===== config.mk =====
export PLATFORM = sky130hd
export DESIGN_NAME = instr_fetch_unit
export DESIGN_NICKNAME = d
export VERILOG_FILES = /design/src/rtl/instr_fetch_unit.sv
export SDC_FILE = /design/constraint.sdc
export NUM_CORES = 1
export LEC_CHECK = 0
export ABC_AREA = 1
export CORE_UTILIZATION = 44
export CTS_BUF_LIST = sky130_fd_sc_hd__clkbuf_16
export DETAILED_ROUTE_END_ITERATION = 6
export PLACE_DENSITY = 0.81
export SKIP_CTS_REPAIR_TIMING = 1
export SLEW_MARGIN = 20
export SYNTH_ARGS = -nofsm -noshare
export SYNTH_HDL_FRONTEND = slang
export SYNTH_SLANG_ARGS = --single-unit

===== constraint.sdc =====
create_clock -name clk -period 1.7 [get_ports clk]
set_input_delay 0.34 -clock clk [delete_from_list [all_inputs] [get_ports clk]]
set_output_delay 0.34 -clock clk [all_outputs]
set_load 0.01 [all_outputs]

===== src/rtl/instr_fetch_unit.sv =====
// instr_fetch_unit
//   Fetches 16-bit instructions from program memory into the instruction
//   register (IR). Each instruction is handed to the datapath controller with
//   a one-cycle start pulse. The unit then tracks the controller's idle flag
//   (w) until the controller returns to its wait state. The register-select
//   and immediate fields are decoded combinationally from the IR.
//
//   Ports
//     clk, rst             clock; asynchronous active-low reset
//     run                  fetch enable (only looked at when idle or between instructions)
//     w                    controller idle flag
//     mem_req/mem_addr     program-memory read request and address (= pc)
//     mem_ack/mem_rdata    read handshake and instruction word
//     s                    start pulse to the controller
//     opcode, op, shift    raw IR fields
//     nsel/regnum          one-hot register select in, register number out
//     sximm8, sximm5       sign-extended immediates
//     pc                   address of the next instruction
//     halted, err          sticky status flags (halt fetched / controller timeout)
module instr_fetch_unit #(
  parameter int unsigned ADDR_W       = 8,
  parameter int unsigned RESET_PC     = 0,
  parameter int unsigned BUSY_TIMEOUT = 15
) (
  input  logic              clk,
  input  logic              rst,
  input  logic              run,
  input  logic              w,
  output logic              mem_req,
  output logic [ADDR_W-1:0] mem_addr,
  input  logic              mem_ack,
  input  logic [15:0]       mem_rdata,
  output logic              s,
  output logic [2:0]        opcode,
  output logic [1:0]        op,
  input  logic [2:0]        nsel,
  output logic [2:0]        regnum,
  output logic [1:0]        shift,
  output logic [15:0]       sximm8,
  output logic [15:0]       sximm5,
  output logic [ADDR_W-1:0] pc,
  output logic              halted,
  output logic              err
);

  localparam int unsigned CNT_W = (BUSY_TIMEOUT > 1) ? $clog2(BUSY_TIMEOUT) : 1;
  localparam logic [2:0]  OPC_HALT = 3'b111;

  typedef enum logic [2:0] {
    F_IDLE,
    F_REQ,
    F_LATCH,
    F_ISSUE,
    F_WAIT_BUSY,
    F_WAIT_DONE,
    F_HALT
  } state_t;

  state_t           state;
  logic [15:0]      ir;
  logic [CNT_W-1:0] cnt;

  // Fetch sequencer; every status output is driven from this register block
  always_ff @(posedge clk or negedge rst) begin
    if (!rst) begin
      state   <= F_IDLE;
      pc      <= ADDR_W'(RESET_PC);
      ir      <= 16'h0000;
      cnt     <= '0;
      s       <= 1'b0;
      mem_req <= 1'b0;
      halted  <= 1'b0;
      err     <= 1'b0;
    end else begin
      s <= 1'b0;
      case (state)
        F_IDLE: begin
          if (run && w) begin
            state   <= F_REQ;
            mem_req <= 1'b1;
          end
        end
        F_REQ: begin
          // Request stays up until acknowledged; run cannot abort it
          if (mem_ack) begin
            ir      <= mem_rdata;
            pc      <= pc + ADDR_W'(1);
            mem_req <= 1'b0;
            state   <= F_LATCH;
          end
        end
        F_LATCH: begin
          if (ir[15:13] == OPC_HALT) begin
            halted <= 1'b1;
            state  <= F_HALT;
          end else begin
            s     <= 1'b1;
            state <= F_ISSUE;
          end
        end
        F_ISSUE: begin
          cnt   <= '0;
          state <= F_WAIT_BUSY;
        end
        F_WAIT_BUSY: begin
          // Controller must leave its wait state within BUSY_TIMEOUT cycles
          if (!w) begin
            state <= F_WAIT_DONE;
          end else if (32'(cnt) == BUSY_TIMEOUT - 1) begin
            err    <= 1'b1;
            halted <= 1'b1;
            state  <= F_HALT;
          end else begin
            cnt <= cnt + CNT_W'(1);
          end
        end
        F_WAIT_DONE: begin
          if (w) begin
            if (run) begin
              mem_req <= 1'b1;
              state   <= F_REQ;
            end else begin
              state <= F_IDLE;
            end
          end
        end
        F_HALT: begin
          mem_req <= 1'b0;
          halted  <= 1'b1;
        end
        default: begin
          mem_req <= 1'b0;
          state   <= F_IDLE;
        end
      endcase
    end
  end

  assign mem_addr = pc;
  assign opcode   = ir[15:13];
  assign op       = ir[12:11];
  assign shift    = ir[4:3];
  assign sximm8   = {{8{ir[7]}}, ir[7:0]};
  assign sximm5   = {{11{ir[4]}}, ir[4:0]};

  // One-hot register select; anything else reads as register 0
  always_comb begin
    regnum = 3'd0;
    case (nsel)
      3'b100:  regnum = ir[7:5];
      3'b010:  regnum = ir[10:8];
      3'b001:  regnum = ir[2:0];
      default: regnum = 3'd0;
    endcase
  end

endmodule


# ---- Word-level counts from Yosys, hierarchy flattened
# Cells that the tools add are included.
dict set report totals {
  regBits 35
  inputBits 24
  out_inout_bits 62
  wordCells 66
}
dict set report classes {
  n_addsub 2
  eq_ne 20
  n_mux 23
  bitwise 2
  reduce_logical 11
}
# cell n
set op_table {}
lappend op_table {{3-bit case mux with 7 select lines} 1}
lappend op_table {{3-bit two-way mux} 6}
lappend op_table {{2-bit inequality test (second input constant)} 8}
lappend op_table {{3-bit equality test (second input constant)} 5}
lappend op_table {{1-bit two-way mux} 10}
lappend op_table {{5-bit AND reduction} 2}
lappend op_table {{3-bit by 2-bit equality test with 1-bit output (second input constant)} 3}
lappend op_table {{3-bit case mux with 3 select lines} 1}
lappend op_table {{8-bit by 1-bit adder with 8-bit output (second input constant)} 1}
lappend op_table {{4-bit two-way mux} 2}
lappend op_table {{4-bit case mux with 2 select lines} 1}
lappend op_table {{3-bit by 1-bit equality test with 1-bit output (second input constant)} 2}
lappend op_table {{3-bit AND reduction} 2}
lappend op_table {{4-bit by 1-bit adder with 4-bit output (second input constant)} 1}
lappend op_table {{4-bit equality test (second input constant)} 1}
lappend op_table {{1-bit case mux with 4 select lines} 1}
lappend op_table {{4-bit AND reduction} 1}
lappend op_table {{3-bit logical NOT} 1}
lappend op_table {{3-bit inequality test (second input constant)} 1}
lappend op_table {{1-bit case mux with 3 select lines} 1}
lappend op_table {{3-bit nonzero test} 1}
lappend op_table {{3-bit OR reduction} 1}
lappend op_table {{1-bit inverter} 2}
lappend op_table {{2-bit AND reduction} 1}
lappend op_table {{other kinds (2)} 2}

# ---- Depth between registers and ports, before layout
dict set report depth {
  word_depth 4
  ltp_mapped 9
  mapped_depth_nobuf 9
}

# ---- Worst setup path before layout
# No wires, ideal clock.
dict set report synth_path {
  path_kind {register -> register}
  start {reg cnt[0]}
  end {reg state[2]}
  setup_ps 117
  arrival_time_ps 1094
  t_required_ps 1583
  slack_ps 489
  stages_incl_launch_ff 10
  n_path_buf 0
  period_less_slack_ps 1211
  cell_sequence {dfrtp_1 > inv_1 > ha_1 > nand3_1 > nand2_1 > nor2_1 > nor2_1 > nand2_1 > nand2_1 > nand2_1}
}
dict set report synth_via {
  elab_chain_cells 3
}
# item line_no
set synth_lines {}
lappend synth_lines {{from (decl)} 61} ;# logic [CNT_W-1:0] cnt;
lappend synth_lines {{from (signal assigned)} 114} ;# cnt <= cnt + CNT_W'(1);
lappend synth_lines {{4-bit equality test} 109} ;# end else if (32'(cnt) == BUSY_TIMEOUT - 1) begin
lappend synth_lines {{3-bit inequality test (no line)} -}
lappend synth_lines {{5-bit AND reduction (no line)} -}
lappend synth_lines {{to (signal assigned)} 108} ;# state <= F_WAIT_DONE;
lappend synth_lines {{to (signal assigned)} 112} ;# state <= F_HALT;
lappend synth_lines {{to (signal assigned)} 121} ;# state <= F_REQ;
lappend synth_lines {{to (decl)} 59} ;# state_t state;
# No other way between the ends.
# A chain may end at the register's enable or synchronous reset.

# ---- Final worst setup path
dict set report layout_path {
  start {reg ir[4]}
  end {out sximm5[13]}
}
# item line_no
set layout_lines {}
lappend layout_lines {{from (decl)} 60} ;# logic [15:0] ir;
lappend layout_lines {{from (signal assigned)} 86} ;# ir <= mem_rdata;
lappend layout_lines {{to (decl)} 40} ;# output logic [15:0] sximm5,
# No word-level cell between the ends.

==> results <==
## layer usage
layer | up-vias | share of wire | wire (um) | track usage
met3 | 9 | 0.067 | 326 | 0.0583
met2 | 75 | 0.49 | 2360 | 0.344
met4 | 0 | 0.014 | 67 | 0.0697
li1 | 942 | - | - | -
met1 | 867 | 0.43 | 2090 | 0.229
met5 | - | 0 | 0 | 0
## registers in the layout (all words and copies together) (netlist names)
signal    cells
cnt           4
err           1
halted        1
ir           16
mem_addr      8
mem_req       1
s             1
state         3
## worst paths after layout
| kind | startpoint | to | slack (ns) | cells after the start |
|---|---|---|---|---|
| hold / removal | halted$_DFFE_PN0P_ | halted$_DFFE_PN0P_ | 0.47 | 2 |
| setup reg to reg | state[2]$_DFFE_PN0P_ | mem_addr[0]$_DFFE_PN0P_ | 0.22 | 4 |
| hold reg to reg | halted$_DFFE_PN0P_ | halted$_DFFE_PN0P_ | 0.47 | 2 |
| max in group asynchronous | rst | ir[4]$_DFFE_PN0P_ | 0.86 | 2 |
| setup / recovery | ir[4]$_DFFE_PN0P_ | sximm5[13] | 0.03 | 2 |
| min in group asynchronous | rst | ir[5]$_DFFE_PN0P_ | 0.49 | 2 |
## layout by cell type, fill, tap and decap left out, drive strengths merged, types with 3 or more instances in the layout
cell and n:
o21ai 8, nor3 3, clkdlybuf4s50 71, xor2 5
dlymetal6s2s 11, nand3 21, nor2 19, buf 12
ha 3, dfrtp 35, clkbuf 7, inv 25
nand2 112
## power by group through the flow
| stage | sequential (mW) | combinational, mW | clock, mW |
|---|---|---|---|
| final | 1.53 | 2.71 | 0.873 |
| after global routing | 1.58 | 2.98 | 0.935 |
| after CTS | 1.55 | 2.67 | 0.895 |
| after detailed placement | 1.56 | 2.65 | 0 |
| after global placement | 1.54 | 2.58 | 0 |
| after floorplan | 1.50 | 1.85 | 0 |
## area by class of cell
cell class	instances	share of cell area
clock buffers	5	0.0421
clock inverters	3	0.00547
inverters	24	0.0303
multi-input cells	176	0.279
flip-flops and latches	35	0.295
well taps	67	0.0282
repair buffers	96	0.319
## cells by family (layout without fill, tap and decap cells)
| group | Yosys count | after routing | share of synthesized area |
|---|---|---|---|
| flip-flops | 35 | 35 | 0.406 |
| XOR/XNOR | 6 | 6 | 0.0243 |
| adder cells (fa/ha/maj) | 3 | 3 | 0.0174 |
| AND/OR/NAND/NOR | 157 | 157 | 0.309 |
| buffers and inverters | 76 | 128 | 0.220 |
| AO/OA/AOI/OAI | 10 | 10 | 0.0243 |
## metrics by stage
step                      std cells  hold WS, ns  setup TNS, ns  area (um2)  worst slack (ns)
after detailed placement        395        0.461          -1.42        2770            -0.491
after global placement          395        0.451          -1.28        2770            -0.443
after floorplan                 287       0.0444              0        2160             0.489
final                           406        0.470              0        2970            0.0257
after CTS                       403        0.480          -3.48        2910            -0.494
after global routing            406        0.487        -0.0813        2970           -0.0165
## tightest hold or removal path: cells and delay by family, from the launching register on
family,cells,cell delay (ns)
buffers and inverters,1,0.04
DFF,1,0.34
and+or+nand+nor,1,0.05
==> qor.csv <==
metric,value,unit
n_antenna_cell,0,
power.total,5.11,mW
initial_core_util,0.457,
synthArstFlopShare,1.00,
synthCells,287,
slew_violations,0,
ys.warnings.count,0,
crit_type,register to primary output,
hold_viol,0,
die-area,0.00519,mm2
cp.required,1.36,ns
hold_class,register to register,
fmax,597,MHz
p_sw_frac,0.388,
gp_congestion,0.956,
cp_num_buf_inv,2,
seqPwrFrac,0.299,
p_sw,1.98,mW
multi_input_area,830,um2
cts_tree,done,
viasPerCell,4.66,
start_kind,register,
wl,4850,um
port-buffer-count,85,
wire_per_inst,11.9,um
grt_start_max_net_pins,36,
synthTopCellsByArea,"dfrtp_1 (41%), nand2_1 (19%), buf_4 (16%)",
comb_power_share,0.530,
die_w,72.1,um
num_vias,1893,
synth.top_cell.area_share,0.406,
clk_path_buf_depth,2,
power_density,1720,mW/mm2
synth_edf_count,0,
critPathTopFamily,buffers and inverters,
route.detailed.drc,0,
cts_buffers,5,
insertion_delay,0.28,ns
cts-root-buf,clkbuf_16,
fp-row-count,25,
grt_pass1_wl,7820,um
drive_above_1_share,0.130,
status,"finished, final reports clean",
setup_violations,0,
synth_fp_nets,314,
grt_overflow,0,
critPathMaxStageDelay,0.55,ns
grt_pass1_vias,1750,
cp-end-kind,primary output,
area_growth,37.7,%
maxCapViolCount,0,
clk_pin_slew,0.06,ns
antenna_left,0,
antenna_found_initial,0,
max-slew-margin-rel,0.699,
synth_area,0.00216,mm2
tightest_slew,0.452,ns
clock_skew,0.00589,ns
ys_types,24,
first_pass_iters,4,
ir_drop,0.755,mV
yosys.cell_count.top_type,nand2_1,
nets,365,
io-pin-count,86,
finalCritPeriodShare,0.985,
synth.avg_cell_area,7.52,um2
dp_hpwl,3440,um
p_clk_frac,0.171,
finalCoreUtilization,0.629,
path_max_fanout,7,
h-tree-depth,2,
fp.coreArea,0.00472,mm2
die_h,72.1,um
ys_seq_elements,35,
cp_slowest_cell,clkdlybuf4s50_1,
seq_area_frac_synth,0.406,
drtIter0Drc,119,
fill_cells,398,
leakagePower,1.59,nW
synth_commonest_cells,"nand2_1 (111), buf_4 (47), dfrtp_1 (35)",
p_int,3.13,mW
clock-sinks,35,
yosys_most_used_dff,dfrtp_1,
ff_latch_area,878,um2
yosysTopAreaCell,dfrtp_1,
grt_usage,0.196,
min_period,1.67,ns
cp.arrival,1.33,ns
path_cells,"clkbuf_2, clkdlybuf4s50_1",
Power figures use the tool's default switching activity.
